==> config.mk <==
export PLATFORM = sky130hd
export DESIGN_NAME = btn_debounce
export DESIGN_NICKNAME = d
export VERILOG_FILES = /design/src/rtl/btn_pkg.sv /design/src/rtl/sample_tick.sv /design/src/rtl/btn_debounce.sv
export SDC_FILE = /design/constraint.sdc
export NUM_CORES = 1
export LEC_CHECK = 0
export CORE_MARGIN = 2
export CORE_UTILIZATION = 57
export CTS_CLUSTER_SIZE = 40
export DETAILED_ROUTE_END_ITERATION = 8
export DONT_BUFFER_PORTS = 1
export GPL_TIMING_DRIVEN = 1
export PLACE_DENSITY_LB_ADDON = 0.3
export SLEW_MARGIN = 20
export SYNTH_ARGS = -nofsm -noshare
export SYNTH_HDL_FRONTEND = slang
export SYNTH_SLANG_ARGS = --single-unit
==> constraint.sdc <==
create_clock -name clock -period 2.1 [get_ports clock]
set_clock_uncertainty 0.2 [all_clocks]
set_input_delay 0.315 -clock clock [delete_from_list [all_inputs] [get_ports clock]]
set_output_delay 0.315 -clock clock [all_outputs]
set_load 0.01 [all_outputs]
==> src/rtl/btn_pkg.sv <==
// ---------------------------------------------------------------------------
// btn_pkg
//   Shared types and defaults for the push-button debouncer.
//   - btn_state_t      : debouncer FSM states
//   - DEFAULT_CLK_FREQ : default system clock frequency in Hz
//   - DEFAULT_SAMPLE_FREQ : default debounce sample rate in Hz
// ---------------------------------------------------------------------------
package btn_pkg;

    localparam int unsigned DEFAULT_CLK_FREQ    = 12_000_000;
    localparam int unsigned DEFAULT_SAMPLE_FREQ = 1_000;

    typedef enum logic [1:0] {
        RELEASED,
        CONFIRM_PRESS,
        PRESSED,
        CONFIRM_RELEASE
    } btn_state_t;

endpackage

==> src/rtl/sample_tick.sv <==
// ---------------------------------------------------------------------------
// sample_tick
//   Input conditioning for the debouncer: a two-flop synchroniser on the raw
//   button pin and a free-running prescaler that produces the slow sample tick.
//
//   Parameters
//     DIV     : prescaler period in clock cycles (must be >= 2)
//   Ports
//     clock   : system clock, all state on posedge
//     reset_n : asynchronous active-low reset
//     in      : raw button pin, asynchronous to clock
//     sync    : synchronised copy of in (second flop)
//     tick    : one-cycle strobe every DIV cycles, while the count is DIV-1
// ---------------------------------------------------------------------------
module sample_tick #(
    parameter int unsigned DIV = 12_000
) (
    input  logic clock,
    input  logic reset_n,
    input  logic in,
    output logic sync,
    output logic tick
);

    logic        meta;
    logic [31:0] count;

    // NOTE: non-blocking assignments make meta and sync two distinct flops;
    // blocking ones would collapse the chain into a single stage.
    always_ff @(posedge clock or negedge reset_n) begin
        if (!reset_n) begin
            meta <= 1'b0;
            sync <= 1'b0;
        end else begin
            meta <= in;
            sync <= meta;
        end
    end

    always_ff @(posedge clock or negedge reset_n) begin
        if (!reset_n) begin
            count <= '0;
        end else if (tick) begin
            count <= '0;
        end else begin
            count <= count + 32'd1;
        end
    end

    assign tick = (count == 32'(DIV - 1));

endmodule

==> src/rtl/btn_debounce.sv <==
// ---------------------------------------------------------------------------
// btn_debounce
//   Debounced push-button reader. The raw pin is synchronised and sampled on
//   a slow tick; a four-state FSM requires STABLE_SAMPLES agreeing samples
//   before the debounced level changes, and reports one-cycle press/release
//   events plus a wrapping press counter.
//
//   Optional feature (macro BTN_DEBOUNCE_LONG_PRESS_EN):
//     defined     : long_press pulses once when a press has been held for
//                   LONG_SAMPLES samples
//     not defined : no hold counter, long_press tied to 0
//
//   Parameters
//     CLK_FREQ       : system clock frequency in Hz
//     SAMPLE_FREQ    : sample tick rate in Hz, CLK_FREQ/SAMPLE_FREQ >= 2
//     STABLE_SAMPLES : agreeing samples needed to change state, >= 1
//     LONG_SAMPLES   : samples held before long_press fires, >= 1
//     COUNT_WIDTH    : width of press_count
//   Ports
//     clock          : system clock, all state on posedge
//     reset_n        : asynchronous active-low reset
//     in             : raw button pin, active-high
//     level          : debounced state, 1 = pressed
//     press          : one-cycle pulse on debounced press
//     release_pulse  : one-cycle pulse on debounced release
//                      (named so because `release` is a reserved word)
//     press_count    : debounced presses modulo 2^COUNT_WIDTH
//     long_press     : one-cycle pulse after LONG_SAMPLES samples held
// ---------------------------------------------------------------------------
module btn_debounce
    import btn_pkg::*;
#(
    parameter int unsigned CLK_FREQ       = DEFAULT_CLK_FREQ,
    parameter int unsigned SAMPLE_FREQ    = DEFAULT_SAMPLE_FREQ,
    parameter int unsigned STABLE_SAMPLES = 20,
    parameter int unsigned LONG_SAMPLES   = 1000,
    parameter int unsigned COUNT_WIDTH    = 8
) (
    input  logic                   clock,
    input  logic                   reset_n,
    input  logic                   in,
    output logic                   level,
    output logic                   press,
    output logic                   release_pulse,
    output logic [COUNT_WIDTH-1:0] press_count,
    output logic                   long_press
);

    localparam int unsigned DIV      = CLK_FREQ / SAMPLE_FREQ;
    localparam int unsigned STABLE_W = $clog2(STABLE_SAMPLES + 1);

    logic                sync;
    logic                tick;
    btn_state_t          state;
    logic [STABLE_W-1:0] stable;
    logic                last_sample;

    sample_tick #(
        .DIV (DIV)
    ) u_sample_tick (
        .clock   (clock),
        .reset_n (reset_n),
        .in      (in),
        .sync    (sync),
        .tick    (tick)
    );

    // stable is 0 in RELEASED/PRESSED, so this single compare also covers
    // STABLE_SAMPLES == 1, where the first disagreeing sample commits at once.
    assign last_sample = (stable == STABLE_W'(STABLE_SAMPLES - 1));

    // NOTE: every flop here, prescaler included, has an async reset so that a
    // reset mid-confirm discards partial progress and the tick phase restarts.
    always_ff @(posedge clock or negedge reset_n) begin
        if (!reset_n) begin
            state         <= RELEASED;
            stable        <= '0;
            level         <= 1'b0;
            press         <= 1'b0;
            release_pulse <= 1'b0;
            press_count   <= '0;
        end else begin
            // Pulses default low so each event lasts exactly one clock.
            press         <= 1'b0;
            release_pulse <= 1'b0;

            if (tick) begin
                unique case (state)
                    RELEASED, CONFIRM_PRESS: begin
                        if (sync) begin
                            if (last_sample) begin
                                state       <= PRESSED;
                                stable      <= '0;
                                level       <= 1'b1;
                                press       <= 1'b1;
                                press_count <= press_count + 1'b1;
                            end else begin
                                state  <= CONFIRM_PRESS;
                                stable <= stable + 1'b1;
                            end
                        end else begin
                            // Aborted confirm: no event, level untouched.
                            state  <= RELEASED;
                            stable <= '0;
                        end
                    end

                    PRESSED, CONFIRM_RELEASE: begin
                        if (!sync) begin
                            if (last_sample) begin
                                state         <= RELEASED;
                                stable        <= '0;
                                level         <= 1'b0;
                                release_pulse <= 1'b1;
                            end else begin
                                state  <= CONFIRM_RELEASE;
                                stable <= stable + 1'b1;
                            end
                        end else begin
                            state  <= PRESSED;
                            stable <= '0;
                        end
                    end

                    default: begin
                        state  <= RELEASED;
                        stable <= '0;
                    end
                endcase
            end
        end
    end

`ifdef BTN_DEBOUNCE_LONG_PRESS_EN
    localparam int unsigned HOLD_W = $clog2(LONG_SAMPLES + 1);

    logic [HOLD_W-1:0] hold;

    // The counter sits at zero until the FSM commits a press, so it starts
    // from zero on entry to PRESSED. An aborted release returns to PRESSED
    // without clearing it, which keeps the one-pulse-per-press guarantee.
    // Saturating at LONG_SAMPLES stops a second pulse on a long hold.
    always_ff @(posedge clock or negedge reset_n) begin
        if (!reset_n) begin
            hold       <= '0;
            long_press <= 1'b0;
        end else begin
            long_press <= 1'b0;
            if (state == RELEASED || state == CONFIRM_PRESS) begin
                hold <= '0;
            end else if (tick && hold != HOLD_W'(LONG_SAMPLES)) begin
                hold <= hold + 1'b1;
                if (hold == HOLD_W'(LONG_SAMPLES - 1)) begin
                    long_press <= 1'b1;
                end
            end
        end
    end
`else
    assign long_press = 1'b0;
`endif

endmodule
=== Yosys cells after proc, flatten, opt, wreduce, memory -nomap -nowiden ===
Cells that the tools add are included.

* Reductions and logical operators: 5
* $add $sub $neg: 3
* Eq/ne operators: 9
* Muxes and demuxes: 22

{| class="wikitable"
|+ Operators by type and width
! cell !! count
|-
| 32-bit by 1-bit adder with 32-bit output, second input constant || 1
|-
| 32-bit by 14-bit equality test with 1-bit output, second input constant || 1
|-
| 32-bit two-way mux || 1
|-
| 5-bit two-way mux || 3
|-
| 1-bit two-way mux || 11
|-
| 5-bit case mux with 2 select lines || 1
|-
| 8-bit by 1-bit adder with 8-bit output, second input constant || 1
|-
| 2-bit two-way mux || 4
|-
| 2-bit != test, second input constant || 3
|-
| 5-bit by 1-bit adder with 5-bit output, second input constant || 1
|-
| 5-bit equality test, second input constant || 1
|-
| 5-bit AND reduction || 1
|-
| 2-bit equality test, second input constant || 2
|-
| 2-bit case mux with 2 select lines || 1
|-
| 4-bit AND reduction || 1
|-
| 2-bit OR reduction || 2
|-
| 2-bit by 1-bit equality test with 1-bit output, second input constant || 1
|-
| 2-bit zero test || 1
|-
| 2-bit by 1-bit != test with 1-bit output, second input constant || 1
|-
| 1-bit case mux with 2 select lines || 1
|}

* Output and inout bits: 12
* Bits of input ports: 3
* Bits in registers: 52
* Word-level logic and storage cells: 48

=== Logic depth before layout (Yosys ltp) ===
* Word-level depth: 5
* Depth in mapped cells: 7
* Mapped depth without buffers: 5

=== Hierarchy ===
A second synthesis with hierarchy kept.

* Cells, all modules: 232
* Area total of the unflattened synthesis: 2518.7 µm²

{| class="wikitable"
|+ Modules (own cells, without submodules)
! module !! area each (µm²) !! cells each !! sequential area each (µm²) !! times used
|-
| sample_tick || 1646.6 || 154 || 850.8 || 1
|-
| btn_debounce || 872.1 || 78 || 425.4 || 1
|}

=== Least setup slack after synthesis ===
No wires, ideal clock.

* Path type: reg2reg
* From: register u_sample_tick.count[0]
* To: register stable[3]
* Path slack: 0.039 ns
* Arrival: 1.757 ns
* Stages on the path, launching flop included: 7
* Clock period less this slack: 2.061 ns
* Path through: dfrtp_1 ha_1 and4_1 buf_4 nand2_2 or3_4 o41ai_2

* Longest elaborated chain between the ends: 1

{| class="wikitable"
|+ Ends and longest elaborated chain
! item !! RTL line !! source
|-
| start: declaration || sample_tick.sv:26 || <nowiki>logic [31:0] count;</nowiki>
|-
| start signal: assignment || sample_tick.sv:46 || <nowiki>count <= count + 32'd1;</nowiki>
|-
| 32-bit by 14-bit equality test with 1-bit output || sample_tick.sv:50 || <nowiki>assign tick = (count == 32'(DIV - 1));</nowiki>
|-
| end signal: assignment || btn_debounce.sv:99 || <nowiki>stable <= stable + 1'b1;</nowiki>
|-
| end signal: assignment || btn_debounce.sv:117 || <nowiki>stable <= stable + 1'b1;</nowiki>
|-
| end: declaration || btn_debounce.sv:55 || <nowiki>logic [STABLE_W-1:0] stable;</nowiki>
|}

No other way between the ends.
A chain may end at the register's enable or synchronous reset.

=== Final worst setup path ===
* From: register u_sample_tick.count[21]
* To: register press_count[7]

* Longest elaborated chain between the ends: 2

{| class="wikitable"
|+ Ends and longest elaborated chain
! item !! RTL line !! source
|-
| 32-bit by 14-bit equality test with 1-bit output || sample_tick.sv:50 ||
|-
| 4-bit AND reduction (no source line) || n/a ||
|-
| end signal: assignment || btn_debounce.sv:96 || <nowiki>press_count <= press_count + 1'b1;</nowiki>
|-
| end: declaration || btn_debounce.sv:45 || <nowiki>output logic [COUNT_WIDTH-1:0] press_count,</nowiki>
|}

No other way between the ends.

==> results_dict.tcl <==
set metrics [dict create \
    failed_checks "negative setup slack" \
    synth_edf_count 0 \
    max_freq_ghz 0.4590 \
    synth.avg_cell_area_um2 10.99 \
    grt.overflow.total 0 \
    place.detailed.hpwl_um 3777 \
    seqCellArea_um2 1276 \
    mostFrequentLayoutCell "dfrtp_1" \
    cts.path.max_buffers 2 \
    cts.sink_count 51 \
    final_cell_mix "dfrtp_1 (51), buf_4 (37), xor2_1 (21)" \
    cts_tree "done" \
    drcViolationCount 0 \
    area_growth_syn_to_layout_pct 21.45 \
    status "complete, but fails checks" \
    clock_insertion_delay_at_the_later_pin_of_the_skew_report_ns 0.30 \
    syn-num-nets 248 \
    most_used_flip_flop_cell_after_synthesis "dfrtp_1" \
    finalInstanceArea_um2 3231 \
    clkTransAtPathRegs_ns 0.09 \
    track_usage_pct 23.16 \
    worstHoldPathType "reg -> reg" \
    finalWorstSetupSlack_ns -0.07865 \
    post_drt_wl_per_cell_um 17.08 \
    largest_net_degree_at_the_start_of_global_routing 52 \
    cp-start-kind "register" \
    timing.critical_path.required_ns 2.12 \
    ys_top_cells_by_area "dfrtp_1 (48%), xor2_1 (6.9%), xnor2_1 (4.6%)" \
    placement.io_buffers 0 \
    setup_violations 1 \
    critical_path_class "reg -> reg" \
    vias_per_cell 5.910 \
    clock-root-buffer "clkbuf_8" \
    postPlaceCellArea_um2 2908 \
    antenna_cells 0 \
    initial_utilization_pct 60.26 \
    fin_crit_sh_pct 103.7 \
    synth_area_um2 2660 \
    max_cap_violations 0 \
    antenna_violating_nets_post_route 0 \
    die_area_um2 5229 \
    synthDominantAreaCellType "dfrtp_1" \
    grt_setup_unrepaired "yes" \
    synth_largest_type_area_fraction_pct 47.98 \
    multi_input_area_um2 1385 \
    detailedRoute.firstIterationViolations 104 \
    grt_antenna_before_repair 0 \
    die_h_um 72.32 \
    standard_cell_core_area_um2 4414 \
    grt_first_pass_wirelength_um 9294 \
    cts_made_buffers 5 \
    final_weighted_congestion_in_routability_driven_placement 0.8569 \
    floorplan.io_pins 15 \
    num_rows 24 \
    postRouteWirelength_um 5723 \
    critPathArrivalTime_ns 2.20 \
    number_of_library_cell_types_mapped_by_synthesis 49 \
    max-vdd-ir-drop_mv 0.4919 \
    synth_cells 242 \
    detailedRoute.firstPassIterationCount 4 \
    via_count 1980 \
    htree_levels 2 \
    final_net_count 288 \
    power_per_cell_area_nw_per_um2 563.0 \
    ys_seq_elements 51 \
    critical_path_peak_fanout 8 \
    timing.final.crit_period_ns 2.179 \
    hold-worst-slack_ns 0.1546 \
    seq_area_frac_synth_pct 47.98 \
    critPathCaptureType "register" \
    via_count_of_the_first_global_routing_pass 1945 \
    final_hold_viol_count 0 \
    power.leakage_nw 1.486 \
    synth.yosys.warnings 0 \
    nFillCells 292 \
    floorplan_die_width_um 72.32 \
    timing.final.max_slew_violations 0 \
    final_layout_size_suffix_gt1_share_pct 24.73 \
    synthArstFlopShare_pct 100.0 \
]
==> cells in the mapped netlist (2+ instances only) <==
library cell,number
dfrtp_1,51
xor2_1,21
nand4_1,17
nand3_1,16
nand2_1,14
xnor2_1,14
nor2_1,11
nor4_1,11
and4_1,8
and3_1,7
nor3_1,7
and2_1,4
buf_2,4
inv_1,4
and4b_1,3
clkbuf_1,3
ha_1,3
mux2_1,3
nor4_2,3
buf_4,2
mux2i_1,2
nor2b_1,2
nor4_4,2
o31ai_1,2
o41ai_1,2
o41ai_2,2
or4_1,2
==> sequential cells by signal, indices dropped and copies added (netlist names) <==
register / flops
u_sample_tick.count: 32
press_count: 8
release_pulse: 1
stable: 5
state: 1
u_sample_tick.meta: 1
u_sample_tick.sync: 1
press: 1
level: 1
==> worst paths after layout <==
kind | startpoint | to | slack, ns | cells past startpoint
max in group asynchronous | reset_n | press_count[5] | 1.13 | 2
setup / recovery | u_sample_tick.count[21] | press_count[7] | -0.08 | 5
setup reg to reg | u_sample_tick.count[21] | press_count[7] | -0.08 | 5
hold reg to reg | u_sample_tick.meta | u_sample_tick.sync | 0.15 | 0
hold / removal | u_sample_tick.meta | u_sample_tick.sync | 0.15 | 0
min in group asynchronous | reset_n | u_sample_tick.count[21] | 0.35 | 2
==> per-stage QoR <==
| step | total power, mW | utilization (%) | setup WS [ns] | setup TNS (ns) | instances |
|---|---|---|---|---|---|
| floorplan | 1.011 | - | 0.03911 | 0 | 242 |
| global placement | 1.013 | 65.87 | 0.06568 | 0 | 316 |
| detailed placement | 1.013 | 65.87 | -0.01604 | -0.04577 | 316 |
| CTS | 1.834 | 70.72 | 0.009508 | 0 | 329 |
| global route | 1.879 | 73.19 | -0.1596 | -0.5794 | 335 |
| finish | 1.819 | 73.19 | -0.07865 | -0.07865 | 335 |
==> logic make-up (layout without fill, tap and decap cells) <==
group / Yosys count / in the layout / synth area share (%)
muxes: 5 / 5 / 2.023
buffers and inverters: 14 / 55 / 2.728
xor gates and xnor gates: 35 / 35 / 11.52
DFF: 51 / 51 / 47.98
other: 1 / 1 / 0.1410
adders and majority gates: 3 / 3 / 1.411
and+or+nand+nor: 120 / 120 / 29.82
AOI/OAI and AO/OA: 13 / 13 / 4.374
==> layout make-up <==
cell class	count	share of cell area, %
clock inverters	3	2.091
flip-flops and latches	51	39.50
multi-input cells	177	42.87
repair buffers	43	10.92
well taps	52	2.014
clock buffers	5	2.130
inverters	4	0.4648
==> worst max-delay path, cell delays in order, from the launching register on <==
cell and delay, ns:
dfrtp_1 0.44, nor3_1 0.31, nand3_2 0.28, buf_4 0.26, nor4_1 0.39, xor2_1 0.21
==> where the power goes <==
part / switching (mW) / total, mW / internal [mW]
Sequential: 0.00216 / 0.985 / 0.983
Clock: 0.323 / 0.798 / 0.475
Combinational: 0.0244 / 0.0356 / 0.0112
==> what timing repair did <==
| item | in CTS | in global routing |
|---|---|---|
| pin swaps | 2 | 6 |
| gates resized for setup | 2 | 12 |
| setup buffers | 2 | 6 |
| hold buffers | 3 | 0 |
| hold endpoints to repair | 52 | 0 |
| setup endpoints to repair | 6 | 17 |
==> metal layers <==
metal	wire (um)	share of wire (%)	vias to the layer above	track usage (%)
met5	0	0	-	0
met4	47	0.82	0	6.289
met3	132	2.3	6	4.167
met1	2787	49	981	33.46
li1	-	-	971	-
met2	2754	48	22	36.19
Power figures use the tool's default switching activity.
